===== config.mk =====
export PLATFORM = sky130hd
export DESIGN_NAME = ifid_skid
export DESIGN_NICKNAME = d
export VERILOG_FILES = /design/src/rtl/pipe_pkg.sv /design/src/rtl/sat_counter.sv /design/src/rtl/ifid_skid.sv
export SDC_FILE = /design/constraint.sdc
export NUM_CORES = 1
export LEC_CHECK = 0
export CORE_MARGIN = 2
export CORE_UTILIZATION = 51
export DETAILED_ROUTE_END_ITERATION = 7
export PLACE_DENSITY = 0.78
export SYNTH_ARGS = -nofsm -noshare
export SYNTH_HDL_FRONTEND = slang
export SYNTH_HIERARCHICAL = 1
export SYNTH_SLANG_ARGS = --single-unit

===== constraint.sdc =====
create_clock -name clk -period 2.44 [get_ports clk]
set_clock_uncertainty 0.05 [all_clocks]
set_input_delay 0.61 -clock clk [delete_from_list [all_inputs] [get_ports clk]]
set_output_delay 0.61 -clock clk [all_outputs]
set_load 0.02 [all_outputs]

===== src/rtl/pipe_pkg.sv =====
// rtl/pipe_pkg.sv - shared pipeline types and constants
package pipe_pkg;

    // Canonical no-op (addi x0, x0, 0) shown by empty stages.
    localparam logic [31:0] NOP_INSTR_DEFAULT = 32'h0000_0013;

    // Widths of the packet carried between pipeline stages.
    localparam int PKT_XLEN = 32;
    localparam int PKT_ILEN = 32;

    // Skid occupancy, encoded as {skid.valid, main.valid}.
    typedef enum logic [1:0] {
        EMPTY = 2'b00,
        ONE   = 2'b01,
        FULL  = 2'b11
    } skid_state_e;

    // Fetched instruction packet.
    typedef struct packed {
        logic                valid;
        logic [PKT_XLEN-1:0] pc;
        logic [PKT_ILEN-1:0] instr;
    } fetch_pkt_t;

endpackage


===== src/rtl/sat_counter.sv =====
// rtl/sat_counter.sv - saturating event counter
module sat_counter #(
    parameter int W = 16
) (
    input  logic         clk,
    input  logic         reset,
    input  logic         inc,
    output logic [W-1:0] count
);

    // Count up on inc, stick at all-ones, clear only on reset.
    always_ff @(posedge clk) begin
        if (reset) begin
            count <= '0;
        end else if (inc && (count != {W{1'b1}})) begin
            count <= count + 1'b1;
        end
    end

endmodule


===== src/rtl/ifid_skid.sv =====
// rtl/ifid_skid.sv - IF/ID stage with two-entry skid buffer and bubble counter
module ifid_skid
    import pipe_pkg::*;
#(
    parameter int              XLEN      = 32,
    parameter int              ILEN      = 32,
    parameter logic [ILEN-1:0] NOP_INSTR = ILEN'(NOP_INSTR_DEFAULT),
    parameter int              CNT_W     = 16
) (
    input  logic             clk,
    input  logic             reset,
    input  logic             flush,
    input  logic             in_valid,
    output logic             in_ready,
    input  logic [XLEN-1:0]  in_pc,
    input  logic [ILEN-1:0]  in_instr,
    output logic             out_valid,
    input  logic             out_ready,
    output logic [XLEN-1:0]  out_pc,
    output logic [ILEN-1:0]  out_instr,
    output logic [CNT_W-1:0] bubble_cnt
);

    logic            main_valid;
    logic [XLEN-1:0] main_pc;
    logic [ILEN-1:0] main_instr;
    logic            skid_valid;
    logic [XLEN-1:0] skid_pc;
    logic [ILEN-1:0] skid_instr;

    skid_state_e state;
    logic        in_fire;
    logic        out_fire;

    // Occupancy state is simply the pair of valid bits; handshakes use only registered readiness.
    always_comb begin
        state    = skid_state_e'({skid_valid, main_valid});
        in_fire  = in_valid & in_ready;
        out_fire = main_valid & out_ready;
    end

    // Head/skid registers and registered in_ready; reset beats flush beats handshakes.
    always_ff @(posedge clk) begin
        if (reset) begin
            main_valid <= 1'b0;
            main_pc    <= '0;
            main_instr <= NOP_INSTR;
            skid_valid <= 1'b0;
            skid_pc    <= '0;
            skid_instr <= NOP_INSTR;
            in_ready   <= 1'b1;
        end else if (flush) begin
            main_valid <= 1'b0;
            main_pc    <= '0;
            main_instr <= NOP_INSTR;
            skid_valid <= 1'b0;
            in_ready   <= 1'b1;
        end else begin
            case (state)
                EMPTY: begin
                    if (in_fire) begin
                        main_valid <= 1'b1;
                        main_pc    <= in_pc;
                        main_instr <= in_instr;
                    end
                end
                ONE: begin
                    if (in_fire && out_fire) begin
                        main_pc    <= in_pc;
                        main_instr <= in_instr;
                    end else if (in_fire) begin
                        skid_valid <= 1'b1;
                        skid_pc    <= in_pc;
                        skid_instr <= in_instr;
                        in_ready   <= 1'b0;
                    end else if (out_fire) begin
                        main_valid <= 1'b0;
                    end
                end
                FULL: begin
                    // in_ready is low here, so only the drain side can move.
                    if (out_fire) begin
                        main_pc    <= skid_pc;
                        main_instr <= skid_instr;
                        skid_valid <= 1'b0;
                        in_ready   <= 1'b1;
                    end
                end
                default: begin
                    // Skid-without-head is unreachable; recover to empty.
                    main_valid <= 1'b0;
                    skid_valid <= 1'b0;
                    in_ready   <= 1'b1;
                end
            endcase
        end
    end

    // Decode side sees the head, or a NOP at pc 0 when nothing is held.
    always_comb begin
        out_valid = main_valid;
        out_pc    = main_valid ? main_pc : '0;
        out_instr = main_valid ? main_instr : NOP_INSTR;
    end

    sat_counter #(
        .W(CNT_W)
    ) u_bubble_cnt (
        .clk  (clk),
        .reset(reset),
        .inc  (~main_valid),
        .count(bubble_cnt)
    );

endmodule


==> results of run 1 <==
## worst register-to-register path: stages, from the launching register on
cell,delay (ps)
sky130_fd_sc_hd__dfxtp_2,710
sky130_fd_sc_hd__nand2_2,530
sky130_fd_sc_hd__buf_4,360
sky130_fd_sc_hd__nand2_1,90
sky130_fd_sc_hd__a311oi_1,90
## per-layer routing
metal,GRT usage,part of all wire
met1,0.380,0.42
met2,0.447,0.47
met3,0.0559,0.082
met4,0.128,0.026
met5,0,0
## area by class of cell
type | instances | area (sq um) | share of cell area
multi-input cells | 608 | 3560 | 0.383
well taps | 176 | 220 | 0.0237
clock inverters | 4 | 45.0 | 0.00485
repair buffers | 190 | 1970 | 0.212
inverters | 5 | 18.8 | 0.00202
clock buffers | 27 | 523 | 0.0563
flip-flops and latches | 147 | 2950 | 0.317
## what timing repair did
action                     4_1_cts  5_1_grt
setup endpoints to repair       61        9
buffers inserted                 3        0
hold buffers                     0        0
hold endpoints to repair         0        0
gates resized for setup         51        9
## path summary, 6_finish.rpt
check / to / cells past startpoint / start
worst min register to register: skid_instr[0]$_SDFFE_PP1P_ / 1 / skid_instr[0]$_SDFFE_PP1P_
worst min-delay path: skid_instr[0]$_SDFFE_PP1P_ / 1 / skid_instr[0]$_SDFFE_PP1P_
worst max register to register: main_pc[8]$_SDFFE_PP0P_ / 4 / skid_valid$_SDFFE_PP0P_
worst max-delay path: out_valid / 2 / out_valid$_SDFFE_PP0P_
## kinds of logic after synthesis
kind of cell / Yosys count / share of synthesized area
compound gates: 285 / 0.257
simple gates: 318 / 0.243
buf+inv: 106 / 0.0715
mux: 2 / 0.00304
xor+xnor: 2 / 0.00251
flops: 147 / 0.421
fa+ha+maj: 1 / 0.00179
## sequential cells by signal (all words and copies together) (netlist names)
name / count
main_instr: 32
main_pc: 32
skid_instr: 32
skid_pc: 32
u_bubble_cnt/count: 16
in_ready: 1
out_valid: 1
skid_valid: 1
## metrics by stage
step / setup WS [ps] / util / power, mW / hold slack (ps) / area, sq um
finish: 75.6 / 0.698 / 5.61 / 417 / 9290
floorplan: 368 / - / 2.85 / 386 / 6990
detailed placement: 67.1 / 0.657 / 3.14 / 405 / 8730
global placement: 133 / 0.657 / 3.13 / 397 / 8730
CTS: 1.98 / 0.697 / 5.63 / 420 / 9260
global route: 18.4 / 0.698 / 5.79 / 446 / 9290
## Yosys cell counts, drive strengths merged, types with 2 or more instances
cell type,number,area (sq um)
dfxtp,147,2940
nand3,129,646
a21oi,77,389
nand2,70,268
o21ai,67,335
a311oi,61,534
a31oi,61,382
and2,61,382
buf,56,312
clkbuf,45,169
nor2,11,41.3
o31ai,9,67.6
or4,7,52.6
nor3,6,41.3
inv,5,18.8
nand2b,5,31.3
and3,4,25.0
nand4,4,40.0
o311ai,4,35.0
a211o,3,26.3
and4,3,26.3
nand3b,3,22.5
nor2b,3,18.8
nor4,3,33.8
or3,3,18.8
xnor2,2,17.5
## power by group through the flow
stage / clock network (mW) / registers [mW] / logic [mW]
4_1_cts: 2.53 / 2.50 / 0.587
5_1_grt: 2.64 / 2.51 / 0.639
2_1_floorplan: 0 / 2.55 / 0.300
3_5_place_dp: 0 / 2.56 / 0.582
6_report: 2.51 / 2.51 / 0.593
3_3_place_gp: 0 / 2.56 / 0.577
==> metrics.log, run 1 <==
[metrics] Post-Synthesis Net Count: 931
[metrics] Chip Height: 121 um
[metrics] detailed-router iteration count before antenna repair: 6
[metrics] Max FO, Critical Path: 31
[metrics] number of remaining DRC errors: 0
[metrics] Seq cells post-synth: 147
[metrics] combinational fraction of design power: 0.106
[metrics] share of power burned in the clock network: 0.448
[metrics] overall routing resource usage: 0.285
[metrics] post-detail-place hpwl: 12,900 um
[metrics] clock tree from TritonCTS: built
[metrics] status: complete, no violations
[metrics] final-stage net count: 1,039
[metrics] CP peak stage delay: 620 ps
[metrics] H-tree levels: 4
[metrics] clock root buffer: sky130_fd_sc_hd__clkbuf_16
[metrics] net switching power figure: 1.32 mW
[metrics] number of buffers and inverters on the critical path: 2
[metrics] Final Hold Vio Count: 0
[metrics] post-route ant nets: 0
[metrics] pin count of the biggest net entering global routing: 83
[metrics] setup repair after global routing missed its margin: false
[metrics] dominant synthesized flop cell: sky130_fd_sc_hd__dfxtp_1
[metrics] Setup crit start kind: register
[metrics] Setup crit end kind: primary output
[metrics] worst max-slew margin expressed relative to the limit: 0.574
[metrics] design internal power: 4.29 mW
[metrics] Switching Fraction: 0.236
[metrics] number of I/O port buffers: 150
[metrics] max cap viols: 0
[metrics] setup violation total in the final timing report: 0
[metrics] die extent in x: 121 um
[metrics] gate count of the mapped netlist: 861
[metrics] Hold Path Class: register to register
[metrics] Die Area: 14,700 sq um
[metrics] number of buffers added by the clock tree synthesis step: 17
[metrics] clk_lat worst skew: 420 ps
[metrics] Post-Route WL: 20,700 um
[metrics] data required time at the worst endpoint: 1780 ps
[metrics] Crit Path Category: register to primary output
[metrics] post-synthesis instance area: 6990 sq um
[metrics] worst-case clock buffer depth: 2
[metrics] library cell contributing the largest single delay on the critical path: sky130_fd_sc_hd__clkdlybuf4s50_1
[metrics] Worst-path clk slew: 60 ps
[metrics] distinct cell type count after synthesis: 46
[metrics] Worst-Margin Slew: 630 ps
[metrics] FMAX: 423 MHz
[metrics] number of enable flip-flop cells after synthesis: 0
[metrics] most frequent standard cell in the layout excluding fill and tap cells: sky130_fd_sc_hd__dfxtp_1
[metrics] post-detailed-route via-to-cell ratio: 6.26
[metrics] gate family responsible for the most delay along the worst path: buffers and inverters
[metrics] fraction of final layout cells sized beyond drive strength 1: 0.0856
[metrics] syn avg cell area: 8.11 sq um
[metrics] synth warn: 6
[metrics] routed len/inst: 17.9 um
[metrics] core area: 13,300 sq um
[metrics] leakage: 3.66 nW
[metrics] Power Dens Cells: 604 nW/um^2
[metrics] number of sinks driven by the clock tree: 147
[metrics] total congestion overflow after global routing: 0
[metrics] Starting Density: 0.526
[metrics] Detailed Route Iter0 Violations: 673
[metrics] total vias in the final route: 7,241
[metrics] # IOs: 151
[metrics] initial antenna violation count: 0
[metrics] Final Slew Violations: 0
[metrics] wire length of the first global-routing pass: 33,800 um
[metrics] sum of negative setup slack: 0 ps
[metrics] Cell Count, Final, Fillers Out: 1,157
[metrics] number of global-route vias before repair: 6,702
[metrics] FILL cells: 1,102
[metrics] worst voltage drop across the vdd grid: 0.000418 V
[metrics] data arrival time of the critical path: 1700 ps
[metrics] placed cell count: 1,123
[metrics] ys async rst share: 0
[metrics] # rows: 42
[metrics] ordered cell list for the critical path: buf_12 > clkdlybuf4s50_1
[metrics] internal reg-to-reg setup slack: 480 ps
[metrics] sequential element share of the synthesized area: 0.421
[metrics] area growth from synthesis to layout: 32.9%
[metrics] commonest cells after routing, fill and taps aside: 145 x sky130_fd_sc_hd__dfxtp_1, 129 x sky130_fd_sc_hd__nand3_1, 90 x sky130_fd_sc_hd__clkdlybuf4s50_1
[metrics] routability cong.: 0.790
[metrics] clock period minus final worst setup slack: 2360 ps
[metrics] share of the cycle needed by the critical path after routing: 0.969
[metrics] Flop pwr share: 0.446
[metrics] number of inserted diodes: 0
(Power assumes the default switching activity.)
==> run 2, diff against run 1 <==
PLACE_DENSITY = 0.79   (was 0.78)
SETUP_SLACK_MARGIN = 0.2   (was default)
==> run 2 against run 1 <==
Hold slack lost 0.60 ps. First-iteration DRC count grew 0.45%. Sequential power about the same. Cell area is 1.9% lower. Critical path type unchanged. Critical endpoint is now out_pc[28]. Largest cell class unchanged.
==> metrics.log, run 2 (synthesized netlist as in run 1, its figures left out) <==
[metrics] status: complete, no violations
[metrics] FMAX: 444 MHz
[metrics] post-route ant nets: 0
[metrics] combined area of the multi-input logic cells: 3560 sq um
[metrics] share of the cycle needed by the critical path after routing: 0.924
[metrics] number of sinks driven by the clock tree: 147
[metrics] Die Area: 14,700 sq um
[metrics] library cell contributing the largest single delay on the critical path: sky130_fd_sc_hd__dfxtp_4
[metrics] setup repair after global routing missed its margin: true
[metrics] area growth from synthesis to layout: 30.4%
[metrics] routed metal-1 wire length: 8960 um
[metrics] Hold Path Class: register to register
[metrics] placed cell count: 1,128
[metrics] die extent in x: 121 um
[metrics] met3 layer wire length in the routed design: 1660 um
[metrics] setup violation total in the final timing report: 0
[metrics] post-detail-place hpwl: 12,900 um
[metrics] clk_lat worst skew: 420 ps
[metrics] # IOs: 151
[metrics] Setup crit end kind: primary output
[metrics] number of I/O port buffers: 150
[metrics] hold buffer count at CTS: 0
[metrics] wire length of the first global-routing pass: 33,700 um
[metrics] routability cong.: 0.837
[metrics] Starting Density: 0.526
[metrics] overall routing resource usage: 0.286
[metrics] Detailed Route Iter0 Violations: 676
[metrics] clock period minus final worst setup slack: 2250 ps
[metrics] H-tree levels: 4
[metrics] pin count of the biggest net entering global routing: 83
[metrics] clock root buffer: sky130_fd_sc_hd__clkbuf_16
[metrics] worst-case clock buffer depth: 2
[metrics] Post-Route WL: 20,700 um
[metrics] number of global-route vias before repair: 6,791
[metrics] initial antenna violation count: 0
[metrics] uppermost routed layer: met4
[metrics] sum of negative setup slack: 0 ps
[metrics] Worst-path clk slew: 60 ps
[metrics] number of buffers added by the clock tree synthesis step: 17
[metrics] commonest cells after routing, fill and taps aside: 145 x sky130_fd_sc_hd__dfxtp_1, 129 x sky130_fd_sc_hd__nand3_1, 81 x sky130_fd_sc_hd__clkdlybuf4s50_1
[metrics] leakage: 3.48 nW
[metrics] core area: 13,300 sq um
[metrics] Worst-Margin Slew: 595 ps
[metrics] Sequential cell area: 2950 sq um
[metrics] number of remaining DRC errors: 0
[metrics] worst max-slew margin expressed relative to the limit: 0.598
[metrics] Total Power: 5.48 mW
[metrics] routed len/inst: 17.8 um
[metrics] # rows: 42
[metrics] max cap viols: 0
[metrics] detailed-router iteration count before antenna repair: 8
[metrics] Max FO, Critical Path: 22
[metrics] Final Hold Vio Count: 0
[metrics] clock tree from TritonCTS: built
[metrics] most frequent standard cell in the layout excluding fill and tap cells: sky130_fd_sc_hd__dfxtp_1
[metrics] Crit Path Category: register to primary output
[metrics] Worst Hold Margin: 417 ps
[metrics] amount of wire on met2 after detailed routing: 9680 um
[metrics] data arrival time of the critical path: 1590 ps
[metrics] Setup crit start kind: register
[metrics] FILL cells: 1,134
[metrics] Final Slew Violations: 0
[metrics] Power Dens Cells: 602 nW/um^2
[metrics] Chip Height: 121 um
[metrics] total congestion overflow after global routing: 0
[metrics] final-stage net count: 1,045
[metrics] Cell Count, Final, Fillers Out: 1,163
[metrics] fraction of final layout cells sized beyond drive strength 1: 0.104
[metrics] ordered cell list for the critical path: buf_4 > buf_12 > and2_1 > clkdlybuf4s15_1
[metrics] number of inserted diodes: 0
[metrics] CP peak stage delay: 440 ps
[metrics] worst voltage drop across the vdd grid: 0.000484 V
[metrics] data required time at the worst endpoint: 1780 ps
[metrics] post-detailed-route via-to-cell ratio: 6.20
[metrics] total vias in the final route: 7,215
run 2: power breakdown:
group | internal [mW] | switching (mW) | leakage, nW
Clock | 1.44 | 0.958 | 0.265
Sequential | 2.46 | 0.0391 | 1.19
Combinational | 0.257 | 0.326 | 2.02
run 2: through the flow:
| stage | utilization | instance area, sq um | setup WS, ps |
|---|---|---|---|
| floorplan | - | 6990 | 368 |
| global placement | 0.652 | 8670 | 140 |
| detailed placement | 0.652 | 8670 | 65.9 |
| CTS | 0.688 | 9150 | 135 |
| global route | 0.685 | 9110 | 114 |
| finish | 0.685 | 9110 | 185 |
run 2: cell type report:
class                      count  share of cell area
tap                          176              0.0242
timing repair buffer         196               0.201
clock buffer                  25              0.0522
inverter                       5             0.00206
multi-input combinational    608               0.391
clock inverter                 6             0.00604
sequential                   147               0.324
run 2: repair_timing:
item	in CTS	in global routing
pin swaps	0	0
setup endpoints to repair	65	22
cloned	0	0
resized for setup	65	37
buffers inserted	4	0
run 2: critical path, delay by kind of cell (launching register included):
family                 cells  cell delay, ps
AND/OR/NAND/NOR            1             140
buffers and inverters      3             600
flip-flops                 1             440
run 2: path summary, 6_finish.rpt:
path | startpoint | to | slack [ps] | cells past startpoint
min reg2reg | skid_instr[1]$_SDFFE_PP1P_ | skid_instr[1]$_SDFFE_PP1P_ | 420 | 1
max | out_valid$_SDFFE_PP0P_ | out_pc[28] | 190 | 4
min | skid_instr[1]$_SDFFE_PP1P_ | skid_instr[1]$_SDFFE_PP1P_ | 420 | 1
max reg2reg | out_valid$_SDFFE_PP0P_ | main_instr[25]$_SDFFE_PP0P_ | 470 | 7
run 2: metal layers:
layer  up-vias  GRT usage
met2       353      0.454
met1      3399      0.381
met5         -          0
met3        43     0.0573
met4         0      0.113
li1       3420          -
